==> config.mk <==
export PLATFORM = sky130hd
export DESIGN_NAME = sha256_folded_core
export DESIGN_NICKNAME = d
export VERILOG_FILES = /design/src/rtl/sha256_folded_core.sv
export SDC_FILE = /design/constraint.sdc
export NUM_CORES = 2
export LEC_CHECK = 0
export ABC_AREA = 1
export CAP_MARGIN = 20
export CELL_PAD_IN_SITES_DETAIL_PLACEMENT = 1
export CELL_PAD_IN_SITES_GLOBAL_PLACEMENT = 2
export CORE_UTILIZATION = 35
export CTS_BUF_LIST = sky130_fd_sc_hd__clkbuf_2
export DETAILED_ROUTE_END_ITERATION = 6
export GPL_TIMING_DRIVEN = 0
export PLACE_DENSITY_LB_ADDON = 0.25
export SYNTH_ARGS = -nofsm -noshare
export SYNTH_HDL_FRONTEND = slang
export SYNTH_SLANG_ARGS = --single-unit
==> constraint.sdc <==
create_clock -name clk -period 23.8 [get_ports clk]
set_input_delay 2.38 -clock clk [delete_from_list [all_inputs] [get_ports clk]]
set_output_delay 2.38 -clock clk [all_outputs]
set_load 0.005 [all_outputs]
==> src/rtl/sha256_folded_core.sv <==
// Iterative SHA-256 compression core: UNROLL rounds per clock over a sliding 16-word
// message schedule window, with a valid/ready handshake on both sides.
module sha256_folded_core #(
  parameter int unsigned UNROLL      = 1,
  parameter int unsigned FEEDFORWARD = 1
) (
  input  logic         clk,
  input  logic         reset,
  input  logic         rx_valid,
  output logic         rx_ready,
  input  logic [511:0] rx_data,
  input  logic [255:0] rx_state,
  output logic         tx_valid,
  input  logic         tx_ready,
  output logic [255:0] tx_hash,
  output logic [31:0]  tx_midhash,
  output logic         busy
);

  if (!(UNROLL == 1 || UNROLL == 2 || UNROLL == 4 || UNROLL == 8)) begin : gen_bad_unroll
    $error("sha256_folded_core: UNROLL must be 1, 2, 4 or 8");
  end

  localparam logic [31:0] K [64] = '{
    32'h428a2f98, 32'h71374491, 32'hb5c0fbcf, 32'he9b5dba5,
    32'h3956c25b, 32'h59f111f1, 32'h923f82a4, 32'hab1c5ed5,
    32'hd807aa98, 32'h12835b01, 32'h243185be, 32'h550c7dc3,
    32'h72be5d74, 32'h80deb1fe, 32'h9bdc06a7, 32'hc19bf174,
    32'he49b69c1, 32'hefbe4786, 32'h0fc19dc6, 32'h240ca1cc,
    32'h2de92c6f, 32'h4a7484aa, 32'h5cb0a9dc, 32'h76f988da,
    32'h983e5152, 32'ha831c66d, 32'hb00327c8, 32'hbf597fc7,
    32'hc6e00bf3, 32'hd5a79147, 32'h06ca6351, 32'h14292967,
    32'h27b70a85, 32'h2e1b2138, 32'h4d2c6dfc, 32'h53380d13,
    32'h650a7354, 32'h766a0abb, 32'h81c2c92e, 32'h92722c85,
    32'ha2bfe8a1, 32'ha81a664b, 32'hc24b8b70, 32'hc76c51a3,
    32'hd192e819, 32'hd6990624, 32'hf40e3585, 32'h106aa070,
    32'h19a4c116, 32'h1e376c08, 32'h2748774c, 32'h34b0bcb5,
    32'h391c0cb3, 32'h4ed8aa4a, 32'h5b9cca4f, 32'h682e6ff3,
    32'h748f82ee, 32'h78a5636f, 32'h84c87814, 32'h8cc70208,
    32'h90befffa, 32'ha4506ceb, 32'hbef9a3f7, 32'hc67178f2
  };

  function automatic logic [31:0] big_sigma0(input logic [31:0] x);
    return {x[1:0], x[31:2]} ^ {x[12:0], x[31:13]} ^ {x[21:0], x[31:22]};
  endfunction

  function automatic logic [31:0] big_sigma1(input logic [31:0] x);
    return {x[5:0], x[31:6]} ^ {x[10:0], x[31:11]} ^ {x[24:0], x[31:25]};
  endfunction

  function automatic logic [31:0] small_sigma0(input logic [31:0] x);
    return {x[6:0], x[31:7]} ^ {x[17:0], x[31:18]} ^ {3'b000, x[31:3]};
  endfunction

  function automatic logic [31:0] small_sigma1(input logic [31:0] x);
    return {x[16:0], x[31:17]} ^ {x[18:0], x[31:19]} ^ {10'd0, x[31:10]};
  endfunction

  typedef enum logic [1:0] {StIdle, StRound, StDone} state_e;

  state_e        state_q, state_d;
  logic [5:0]    round_q, round_d;
  logic [31:0]   w_q [16];
  logic [31:0]   w_d [16];
  logic [31:0]   s_q [8];
  logic [31:0]   s_d [8];
  logic [31:0]   init_q [8];
  logic [31:0]   init_d [8];
  logic [255:0]  hash_q, hash_d;
  logic [31:0]   mid_q, mid_d;

  // Result of applying UNROLL rounds to the current working state and window.
  logic [31:0]   rnd_w [16];
  logic [31:0]   rnd_s [8];
  logic [31:0]   rnd_mid;
  logic          last_chunk;
  logic          accept;

  always_comb begin : p_rounds
    logic [31:0] t1;
    logic [31:0] t2;
    logic [31:0] wnew;
    rnd_w   = w_q;
    rnd_s   = s_q;
    rnd_mid = mid_q;
    t1      = '0;
    t2      = '0;
    wnew    = '0;
    for (int i = 0; i < int'(UNROLL); i++) begin
      t1 = rnd_s[7] + big_sigma1(rnd_s[4]) +
           ((rnd_s[4] & rnd_s[5]) ^ (~rnd_s[4] & rnd_s[6])) +
           K[round_q + 6'(i)] + rnd_w[0];
      t2 = big_sigma0(rnd_s[0]) +
           ((rnd_s[0] & rnd_s[1]) ^ (rnd_s[0] & rnd_s[2]) ^ (rnd_s[1] & rnd_s[2]));
      for (int j = 7; j > 0; j--) begin
        rnd_s[j] = rnd_s[j-1];
      end
      rnd_s[4] = rnd_s[4] + t1;
      rnd_s[0] = t1 + t2;
      if ((round_q + 6'(i)) == 6'd60) begin
        rnd_mid = rnd_s[4];
      end
      wnew = small_sigma1(rnd_w[14]) + rnd_w[9] + small_sigma0(rnd_w[1]) + rnd_w[0];
      for (int j = 0; j < 15; j++) begin
        rnd_w[j] = rnd_w[j+1];
      end
      rnd_w[15] = wnew;
    end
  end

  assign last_chunk = (round_q == 6'(64 - UNROLL));

  always_comb begin : p_next
    state_d  = state_q;
    round_d  = round_q;
    w_d      = w_q;
    s_d      = s_q;
    init_d   = init_q;
    hash_d   = hash_q;
    mid_d    = mid_q;
    rx_ready = 1'b0;
    tx_valid = 1'b0;
    busy     = 1'b0;
    unique case (state_q)
      StIdle: begin
        rx_ready = 1'b1;
      end
      StRound: begin
        busy    = 1'b1;
        w_d     = rnd_w;
        s_d     = rnd_s;
        mid_d   = rnd_mid;
        round_d = round_q + 6'(UNROLL);
        if (last_chunk) begin
          for (int k = 0; k < 8; k++) begin
            hash_d[32*k +: 32] = rnd_s[k] + ((FEEDFORWARD != 0) ? init_q[k] : 32'd0);
          end
          state_d = StDone;
        end
      end
      StDone: begin
        tx_valid = 1'b1;
        rx_ready = tx_ready;
        if (tx_ready) begin
          state_d = StIdle;
        end
      end
      default: state_d = StIdle;
    endcase
    if (reset) begin
      rx_ready = 1'b0;
    end
    accept = rx_valid && rx_ready;
    if (accept) begin
      for (int i = 0; i < 16; i++) begin
        w_d[i] = rx_data[32*i +: 32];
      end
      for (int k = 0; k < 8; k++) begin
        s_d[k]    = rx_state[32*k +: 32];
        init_d[k] = rx_state[32*k +: 32];
      end
      round_d = '0;
      state_d = StRound;
    end
  end

  always_ff @(posedge clk) begin
    if (reset) begin
      state_q <= StIdle;
      round_q <= '0;
      hash_q  <= '0;
      mid_q   <= '0;
    end else begin
      state_q <= state_d;
      round_q <= round_d;
      hash_q  <= hash_d;
      mid_q   <= mid_d;
    end
  end

  // Datapath contents are only meaningful after an accept, so they carry no reset.
  always_ff @(posedge clk) begin
    w_q    <= w_d;
    s_q    <= s_d;
    init_q <= init_d;
  end

  assign tx_hash    = hash_q;
  assign tx_midhash = mid_q;

endmodule

==> impl_metrics.prom <==
# TYPE chip_impl_metric gauge
chip_impl_metric{name="arrival_time_of_data_at_the_critical_path_endpoint",unit="ps"} 13690
chip_impl_metric{name="first_pass_grt_wire_length",unit="mm"} 591
chip_impl_metric{name="setup-violations-final",unit=""} 0
chip_impl_metric{name="dp_hpwl",unit="mm"} 361
chip_impl_metric{name="placeableCoreArea",unit="sq mm"} 0.233
chip_impl_metric{name="synth_area_per_cell",unit="sq um"} 8.36
chip_impl_metric{name="ctsLongestPathBuffers",unit=""} 4
chip_impl_metric{name="timing.final.ws_setup",unit="ps"} 11880
chip_impl_metric{name="postRouteWirelength",unit="mm"} 433
chip_impl_info{name="regToRegStartpoint",value="round_q[0]$_SDFFE_PP0P_"} 1
chip_impl_metric{name="synthSimpleGateAreaFrac",unit="%"} 20.7
chip_impl_metric{name="synth_largest_type_area_fraction",unit="%"} 37.5
chip_impl_metric{name="synthesis.yosys.warnings",unit=""} 0
chip_impl_metric{name="wp_buf_inv",unit=""} 7
chip_impl_info{name="post-synth-top-area-cell",value="edfxtp_1"} 1
chip_impl_metric{name="post_synth_adder_cell_area",unit="%"} 10.9
chip_impl_metric{name="yosys_register_bits",unit=""} 1320
chip_impl_info{name="setup.worst_path.end_class",value="flip-flop"} 1
chip_impl_metric{name="portBuffers",unit=""} 1061
chip_impl_metric{name="yosysUniqueCellTypes",unit=""} 68
chip_impl_metric{name="dr.first_iter.drc_count",unit=""} 6863
chip_impl_metric{name="avgViaCountPerCell",unit=""} 5.34
chip_impl_metric{name="area.growth.synth_to_final",unit="%"} 22.7
chip_impl_metric{name="globalRouteOverflowTotal",unit=""} 0
chip_impl_info{name="clk_root_buffer_cell",value="clkbuf_2"} 1
chip_impl_metric{name="ctsHtreeMaxLevel",unit=""} 5
chip_impl_metric{name="drt-wirelength-per-cell",unit="microns"} 29.6
chip_impl_info{name="status",value="finished clean"} 1
chip_impl_metric{name="floorplan.die.height",unit="microns"} 486
chip_impl_metric{name="final_antenna_net_count",unit=""} 0
chip_impl_metric{name="fill_cells",unit=""} 28100
chip_impl_info{name="grt_setup_unrepaired",value="false"} 1
chip_impl_metric{name="post_synth_instance_area",unit="sq mm"} 0.0819
chip_impl_info{name="synth_top_flop_cell",value="edfxtp_1"} 1
chip_impl_info{name="criticalPathCategory",value="reg -> reg"} 1
chip_impl_info{name="synth_area_leaders",value="edfxtp_1 38%, nand2_1 14%, dfxtp_1 7.2%"} 1
chip_impl_info{name="hold_path.startpoint",value="rnd_w[455]$_DFFE_PP_"} 1
chip_impl_metric{name="clock_sinks",unit=""} 1320
chip_impl_metric{name="actual_slew_at_the_worst_max_slew_pin",unit="ps"} 1360
chip_impl_metric{name="insertion_delay",unit="ps"} 2020
chip_impl_info{name="tritoncts",value="done"} 1
chip_impl_metric{name="grt_util_all_layers",unit="%"} 35.8
chip_impl_info{name="crit_top_cell",value="nand2_1"} 1
chip_impl_metric{name="cp_data_required_time",unit="ps"} 25560
chip_impl_info{name="timing.critical_path.slowest_stage_cell",value="o311ai_0"} 1
chip_impl_metric{name="max_cap_viol_count",unit=""} 0
chip_impl_metric{name="cts_resized",unit=""} 0
chip_impl_metric{name="cts.hold.buffers_added",unit=""} 0
chip_impl_metric{name="start_util",unit="%"} 35.2
chip_impl_metric{name="drc",unit=""} 0
chip_impl_metric{name="antenna_violations_before_repair",unit=""} 80
chip_impl_metric{name="clock_skew",unit="ps"} 207
chip_impl_metric{name="first_global_vias",unit=""} 79200
chip_impl_metric{name="finalNetCount",unit=""} 12600
chip_impl_metric{name="synth_nets",unit=""} 11200
chip_impl_metric{name="detailedPlace.worstSlack",unit="ps"} 12200
chip_impl_metric{name="synth-xor-area-share",unit="%"} 5.20
chip_impl_metric{name="maxClockFrequency",unit="MHz"} 83.9
chip_impl_metric{name="die_area",unit="sq mm"} 0.236
chip_impl_info{name="cp_top_family",value="simple AND/OR/NAND/NOR gates"} 1
chip_impl_metric{name="buffers_inserted_by_post_cts_timing_repair",unit=""} 0
chip_impl_info{name="synth_top_family_by_area",value="simple AND/OR/NAND/NOR gates"} 1
chip_impl_metric{name="synth.area.mux_share",unit="%"} 0.0367
chip_impl_metric{name="detail_route.first_pass.iterations",unit=""} 6
chip_impl_metric{name="cp_slowest_stage_delay",unit="ps"} 890
chip_impl_metric{name="cts_buffers",unit=""} 383
chip_impl_metric{name="synth_enable_flop_cells",unit=""} 1024
chip_impl_metric{name="drive_above_1_share",unit="%"} 7.88
chip_impl_metric{name="report.final.hold_viol_count",unit=""} 0
chip_impl_info{name="crit_path_start",value="round_q[0]$_SDFFE_PP0P_"} 1
chip_impl_metric{name="dr_total_vias",unit=""} 78100
chip_impl_metric{name="slew_viol_final",unit=""} 0
chip_impl_metric{name="synth_sequential_area_ratio",unit="%"} 44.8
chip_impl_metric{name="synthesis.instances",unit=""} 9793
chip_impl_info{name="worst_hold_path_type",value="reg -> reg"} 1
chip_impl_info{name="timing.critical_path.from_type",value="flip-flop"} 1
chip_impl_metric{name="ioPinCount",unit=""} 1063
chip_impl_metric{name="chipWidth",unit="microns"} 486
chip_impl_metric{name="grt_start_max_net_pins",unit=""} 107
chip_impl_metric{name="core.rowCount",unit=""} 177
chip_impl_metric{name="finalWorstPathRequiredPeriod",unit="ps"} 11920
chip_impl_metric{name="synth-compound-area-share",unit="%"} 11.0
chip_impl_metric{name="place_congestion",unit=""} 0.985
chip_impl_metric{name="cts.reportedPaths.clkPinSlew",unit="ps"} 110
chip_impl_metric{name="synth_async_reset_ratio",unit="%"} 0
chip_impl_metric{name="max_fo_critical_path",unit=""} 8
chip_impl_metric{name="max_slew_margin",unit="%"} 9.37
chip_impl_metric{name="fin_crit_sh",unit="%"} 50.1
==> path summary, 6_finish.rpt <==
check                             endpoint  slack, ps  cells after the start
hold reg to reg       rnd_w[487]$_DFFE_PP_        400                      2
setup / recovery  tx_hash[31]$_SDFFE_PP0P_      11880                     43
setup reg to reg  tx_hash[31]$_SDFFE_PP0P_      11880                     43
hold / removal        rnd_w[487]$_DFFE_PP_        400                      2
==> layer usage <==
metal | vias up | GRT usage [%] | part of all wire, %
met1 | 38700 | 45.7 | 41
met2 | 3334 | 58.8 | 47
li1 | 35200 | - | -
met5 | - | 0 | 0.11
met4 | 68 | 15.5 | 4.5
met3 | 733 | 6.89 | 7.6
==> cell usage after synthesis (all sizes together) (13+ instances only) <==
| cell type | count |
|---|---|
| nand2 | 3006 |
| inv | 1180 |
| edfxtp | 1024 |
| nor2 | 798 |
| o21ai | 651 |
| a21oi | 537 |
| ha | 397 |
| dfxtp | 296 |
| xor2 | 280 |
| nand3 | 278 |
| xnor2 | 206 |
| fa | 197 |
| clkbuf | 194 |
| buf | 155 |
| nor3 | 84 |
| o211ai | 69 |
| o21bai | 69 |
| a31oi | 56 |
| a21o | 51 |
| nand4 | 36 |
| o221ai | 33 |
| nor4 | 30 |
| a21boi | 24 |
| a221oi | 22 |
| or2 | 21 |
| nand3b | 13 |
| o21a | 13 |
==> cells in the final DEF, fill, tap and decap left out, types with 296 or more instances in the layout <==
cell,Yosys,routed
nand2_1,2993,2992
inv_1,1147,1147
clkdlybuf4s50_1,0,1061
edfxtp_1,1024,1024
nor2_1,793,793
clkbuf_2,0,578
o21ai_0,568,568
a21oi_1,515,515
ha_1,397,397
dfxtp_1,296,296
==> stage by stage <==
| step | cells | cell area, sq um | hold slack [ps] | setup TNS [ps] | utilization, % |
|---|---|---|---|---|---|
| after floorplan | 9793 | 81900 | 488 | 0 | - |
| after global placement | 13900 | 96300 | 485 | -7162550 | 41.4 |
| after detailed placement | 13900 | 97000 | 489 | 0 | 41.7 |
| after CTS | 14600 | 100000 | 385 | 0 | 43.2 |
| after global routing | 14600 | 100000 | 430 | 0 | 43.2 |
| final | 14600 | 101000 | 402 | 0 | 43.2 |
==> registers in the layout, summed over array words and instances (netlist names) <==
name	flops
init_q	256
rnd_s	192
rnd_w	480
round_q	6
s_q	64
state_q	2
tx_hash	256
tx_midhash	32
w_q	32
==> area by class of cell <==
class | instances | area [sq um] | area share (%)
clock inverters | 95 | 499 | 0.497
inverters | 1182 | 4440 | 4.41
multi-input cells | 6942 | 39300 | 39.1
well taps | 3043 | 3810 | 3.79
diodes | 39 | 97.6 | 0.0971
repair buffers | 1095 | 11300 | 11.3
plain buffers | 349 | 1530 | 1.53
clock buffers | 571 | 2860 | 2.84
flip-flops and latches | 1320 | 36700 | 36.5
==> logic make-up (layout without fill, tap and decap cells) <==
family / Yosys count / after routing
AO/OA/AOI/OAI: 1578 / 1578
XOR/XNOR: 486 / 486
adder cells (fa/ha/maj): 597 / 597
buffers and inverters: 1531 / 3292
flip-flops: 1320 / 1320
multiplexers: 3 / 3
other: 0 / 39
AND/OR/NAND/NOR: 4278 / 4278
==> worst reg2reg max path: cells and delay by family (launching register included) <==
family,cells,cell delay [ps]
DFF,1,460
and+or+nand+nor,17,3040
AOI/OAI and AO/OA,10,2510
adders and majority gates,6,2780
xor gates and xnor gates,3,1460
buffers and inverters,7,1520
Power is left out: the tool's default activity adds up to more than one toggle a clock period on the data nets, which glitch-free logic cannot reach.
